### config.mk
export PLATFORM = sky130hd
export DESIGN_NAME = tick_timer
export DESIGN_NICKNAME = d
export VERILOG_FILES = /design/src/rtl/tick_timer_pkg.sv /design/src/rtl/tick_timer_rgst.sv /design/src/rtl/tick_timer.sv
export SDC_FILE = /design/constraint.sdc
export NUM_CORES = 1
export LEC_CHECK = 0
export CORE_MARGIN = 2
export CORE_UTILIZATION = 45
export CTS_BUF_LIST = sky130_fd_sc_hd__clkbuf_8
export CTS_CLUSTER_DIAMETER = 30
export DETAILED_ROUTE_END_ITERATION = 10
export GPL_ROUTABILITY_DRIVEN = 1
export MAX_ROUTING_LAYER = met4
export PLACE_DENSITY = 0.81
export SKIP_CTS_REPAIR_TIMING = 1
export SYNTH_ARGS = -nofsm -noshare
export SYNTH_HDL_FRONTEND = slang
export SYNTH_SLANG_ARGS = --single-unit
### constraint.sdc
create_clock -name clk -period 2.7 [get_ports clk]
set_input_delay 0.54 -clock clk [delete_from_list [all_inputs] [get_ports clk]]
set_output_delay 0.54 -clock clk [all_outputs]
set_load 0.01 [all_outputs]
### src/rtl/tick_timer_pkg.sv
// Shared types for the tick timer: FSM state encoding and a busy decode helper.
package tick_timer_pkg;

  typedef enum logic [1:0] {
    IDLE = 2'b00,
    RUN  = 2'b01,
    HOLD = 2'b10
  } state_t;

  function automatic logic is_busy(input state_t s);
    return (s == RUN) || (s == HOLD);
  endfunction

endpackage

### src/rtl/tick_timer_rgst.sv
// Loadable register with synchronous clear; holds the timer period.
module rgst #(
  parameter int w = 8
) (
  input  logic         clk,
  input  logic         rst_b,
  input  logic         ld,
  input  logic         clr,
  input  logic [w-1:0] d,
  output logic [w-1:0] q
);

  always_ff @(posedge clk or negedge rst_b) begin
    if (!rst_b)   q <= '0;
    else if (clr) q <= '0;
    else if (ld)  q <= d;
  end

endmodule

### src/rtl/tick_timer.sv
// Tick-driven down-counting timer, one-shot or periodic, with pause/resume and start rejection.
//
//   state | meaning
//   IDLE  | no period in progress; start loads cnt from the period register
//   RUN   | counting down one per tick; expiry pulses done
//   HOLD  | paused, cnt frozen; start resumes without reload
module tick_timer
  import tick_timer_pkg::*;
#(
  parameter int W = 8
) (
  input  logic         clk,
  input  logic         rst_b,
  input  logic         tick,
  input  logic         clr,
  input  logic         ld_per,
  input  logic [W-1:0] per_in,
  input  logic         start,
  input  logic         stop,
  input  logic         mode,
  output logic [W-1:0] cnt,
  output logic         busy,
  output logic         done,
  output logic         err
);

  state_t       state;
  logic         mode_q;
  logic [W-1:0] per;

  // The FSM reads per before this edge's load lands, so a reload coinciding
  // with ld_per uses the old period.
  rgst #(.w(W)) u_per (
    .clk   (clk),
    .rst_b (rst_b),
    .ld    (ld_per),
    .clr   (1'b0),
    .d     (per_in),
    .q     (per)
  );

  always_ff @(posedge clk or negedge rst_b) begin
    if (!rst_b) begin
      state  <= IDLE;
      cnt    <= '0;
      mode_q <= 1'b0;
      busy   <= 1'b0;
      done   <= 1'b0;
      err    <= 1'b0;
    end else begin
      done <= 1'b0;
      err  <= 1'b0;
      if (clr) begin
        state <= IDLE;
        cnt   <= '0;
        busy  <= 1'b0;
      end else begin
        case (state)
          IDLE: begin
            if (start) begin
              if (per != '0) begin
                state  <= RUN;
                cnt    <= per;
                mode_q <= mode;
                busy   <= 1'b1;
              end else begin
                err <= 1'b1;
              end
            end
          end
          RUN: begin
            if (stop) begin
              state <= HOLD;
            end else if (tick) begin
              // <= 1 rather than == 1 so cnt can never wrap below zero
              if (cnt <= W'(1)) begin
                done <= 1'b1;
                if (mode_q && per != '0) begin
                  cnt <= per;
                end else begin
                  cnt   <= '0;
                  state <= IDLE;
                  busy  <= 1'b0;
                end
              end else begin
                cnt <= cnt - W'(1);
              end
            end
          end
          HOLD: begin
            if (start) state <= RUN;
          end
          default: begin
            state <= IDLE;
            cnt   <= '0;
            busy  <= 1'b0;
          end
        endcase
      end
    end
  end

endmodule

==> Flow_metrics.wiki <==
{| class="wikitable"
! Metric !! Value
|-
| Number of max-cap violations || 0
|-
| Combined global-route utilization of all metal layers || 20.3%
|-
| Total number of yosys warnings || 0
|-
| Number of top-level pins || 27
|-
| Signed area change from the synthesized netlist to the final layout || 28.4%
|-
| Synthesized netlist cell count || around 130
|-
| Cell leakage power || 0.653 nW
|-
| Final-layout setup total negative slack || 0 ns
|-
| Largest stage delay on the critical path || 0.48 ns
|-
| Buffer type at the clock tree root || sky130_fd_sc_hd__clkbuf_8
|-
| Count of distinct cell types in the synthesized netlist || 39
|-
| Max stage delay cell, worst path || sky130_fd_sc_hd__dfrtp_1
|-
| Site row count || 19
|-
| Area enclosed by the die boundary || 3180 um^2
|-
| Routed length per instance || 15.5 um
|-
| Relative slew slack || 65.5%
|-
| Worst VDD drop || 0.364 mV
|-
| Sinks on the clock net || 22
|-
| Post-synth EDFFs || 0
|-
| Clock Latency Late Sink || 0.27 ns
|-
| Type of element launching the critical path || flip-flop
|-
| Final period util || 82.8%
|-
| Run status || finished clean
|-
| Routed via count divided by cell count || 5.85
|-
| Share of synthesized flip-flops with an asynchronous set or reset || 100%
|-
| Most common cell after layout, fill and taps aside || sky130_fd_sc_hd__clkdlybuf4s50_1
|-
| Unrepaired setup endpoints after global routing || false
|-
| Total grt overflow || 0
|-
| Shortest clock period the worst path allows after layout || 2.24 ns
|-
| Most instantiated flip-flop cell in the synthesis netlist || sky130_fd_sc_hd__dfrtp_1
|-
| Buffering stage count on the worst path with inverters included || 1
|-
| Data arrival, critical path || about 2.4 ns
|-
| Final HPWL from detailed placement || 2100 um
|-
| Worst-case clock buffer depth || 2
|-
| Residual DRC count || 0
|-
| Initial antenna violation count || 0
|-
| Wire length of the first global-routing pass || 4900 um
|-
| Synthesized Nets || 143
|-
| Count of input and output buffers || 26
|-
| Cells along the critical path || inv_1, ha_1, o21bai_1, or3_1, or2_0, a311o_1, a22oi_1
|-
| Number of endpoints failing setup at the final stage || 0
|-
| CTS tree || built
|-
| Data required time at the worst endpoint || between 2 and 3 ns
|-
| Seq/Total Area, Yosys || 44.5%
|-
| Pin count of the biggest net entering global routing || 23
|-
| Final Routed Wirelength || ~2800 um
|-
| Final layout net count || roughly 170
|-
| Final Max Slew Viols || 0
|-
| Core area || between 2000 and 3000 um^2
|-
| Avg Synthesized Cell Area || 9.89 um^2
|-
| Iteration count of the initial detailed-routing pass || 4
|-
| TritonCTS buffer count || 3
|-
| Final antenna-violating net count || 0
|-
| Final core utilization || 59.1%
|-
| Maximum operating frequency || 447 MHz
|-
| Initial drt markers || 35
|-
| Number of global-route vias before repair || 1089
|-
| Starting density of the core || 46.0%
|-
| Transition time at the pin with the least slew margin || 0.513 ns
|-
| CP Class || reg2reg
|-
| Crit end category || flip-flop
|-
| Power density relative to cell area || 625 nW/um^2
|-
| GP Congestion || 0.972
|-
| Top cell family by delay on the critical path || compound AO/OA/AOI/OAI gates
|-
| Via count || 1070
|-
| Highest-count cells in the layout ignoring fill and taps || 26 x sky130_fd_sc_hd__clkdlybuf4s50_1, 22 x sky130_fd_sc_hd__dfrtp_1, 11 x sky130_fd_sc_hd__nand2_1
|-
| Worst min path class || reg2reg
|-
| Antenna Cells || 0
|-
| Share of cells above drive strength 1 || 14.5%
|-
| Total number of H-tree levels || 1
|-
| Endpoints failing hold || 0
|-
| Yosys reg bits || 22
|-
| Clock transition time at the flip-flop clock pins of the worst setup and hold paths || 0.08 ns
|-
| Highest fanout seen on the critical path || 9
|-
| Die Y || 56.4 um
|-
| Post-synthesis instance area || between 1000 and 1500 um^2
|-
| Setup skew after layout || 0.00366 ns
|-
| Die W || around 56 um
|}
[cell usage after synthesis, drive strengths merged, types with 2 or more instances]
cell type  number  share of area, %
dfrtp          22                45
nand2          11               3.3
a21oi          10               5.0
mux2            9               8.2
nor2            9               2.7
inv             6               1.8
nor4            5               2.5
a2bb2oi         4               2.8
clkbuf          4               1.2
o21ai           4               1.6
nor3            3               1.2
a211o           2               1.4
a21o            2               1.2
a31o            2               1.4
buf             2              0.81
ha              2               2.0
nand3           2              0.81
o21a            2               1.2
o21bai          2               1.2
o31a            2               1.4
o31ai           2               1.2
or2             2               1.0
or3             2               1.0
[kinds of logic (layout without fill, tap and decap cells)]
logic type                 count (synthesis)  in the layout  share of synthesized area [%]
and+or+nand+nor                           40             40                           16.4
DFF                                       22             22                           44.5
AOI/OAI and AO/OA                         39             39                           24.3
adders and majority gates                  2              2                           2.02
xor gates and xnor gates                   1              1                          0.709
muxes                                      9              9                           8.20
buffers and inverters                     12             39                           3.85
[power breakdown]
part	internal, mW	total (mW)	switching, mW	leakage [nW]
registers	0.370	0.436	0.0655	0.276
clock network	0.130	0.237	0.107	0.0288
logic	0.167	0.320	0.154	0.348
[path summary, 6_finish.rpt]
kind	slack (ns)	cells after the start	startpoint	endpoint
max	0.46	7	cnt[0]	cnt[4]
min	0.48	1	busy	busy
max reg2reg	0.46	7	cnt[0]	cnt[4]
min reg2reg	0.48	1	busy	busy
max in group asynchronous	1.85	2	rst_b	cnt[0]
min in group asynchronous	0.61	2	rst_b	u_per.q[4]
[state kept, by name, indices dropped and copies added (netlist names)]
register  count
state         2
done          1
err           1
cnt           8
busy          1
mode_q        1
u_per.q       8
[final cells by class]
type                            count  area (um^2)
Timing Repair Buffer               29          283
Sequential cell                    22          551
Inverter                            6         22.5
Tap cell                           31         38.8
Multi-Input combinational cell     91          638
Clock buffer                        4         55.1
Fill cell                         235         1100
[layer usage]
metal | vias up | track usage [%] | wire length, um
met3 | 4 | 2.76 | 183
met5 | - | - | 0
met2 | 48 | 33.6 | 1420
met1 | 497 | 25.1 | 1190
li1 | 521 | - | -
met4 | 0 | 8.16 | 37
[worst register-to-register path: stages, from the launching register on]
cell                       delay (ns)
sky130_fd_sc_hd__dfrtp_1         0.48
sky130_fd_sc_hd__inv_1           0.09
sky130_fd_sc_hd__ha_1            0.29
sky130_fd_sc_hd__o21bai_1        0.16
sky130_fd_sc_hd__or3_1           0.39
sky130_fd_sc_hd__or2_0           0.23
sky130_fd_sc_hd__a311o_1         0.34
sky130_fd_sc_hd__a22oi_1         0.16
[metrics by stage]
stage	power [mW]	area (um^2)	hold slack (ns)	instances	setup WS, ns
floorplan	0.626	1240	0.244	125	0.647
global placement	0.746	1530	0.461	179	0.458
detailed placement	0.755	1530	0.471	179	0.436
CTS	0.994	1590	0.489	183	0.486
global route	1.05	1590	0.506	183	0.218
finish	0.993	1590	0.483	183	0.463
(Power assumes the default switching activity.)
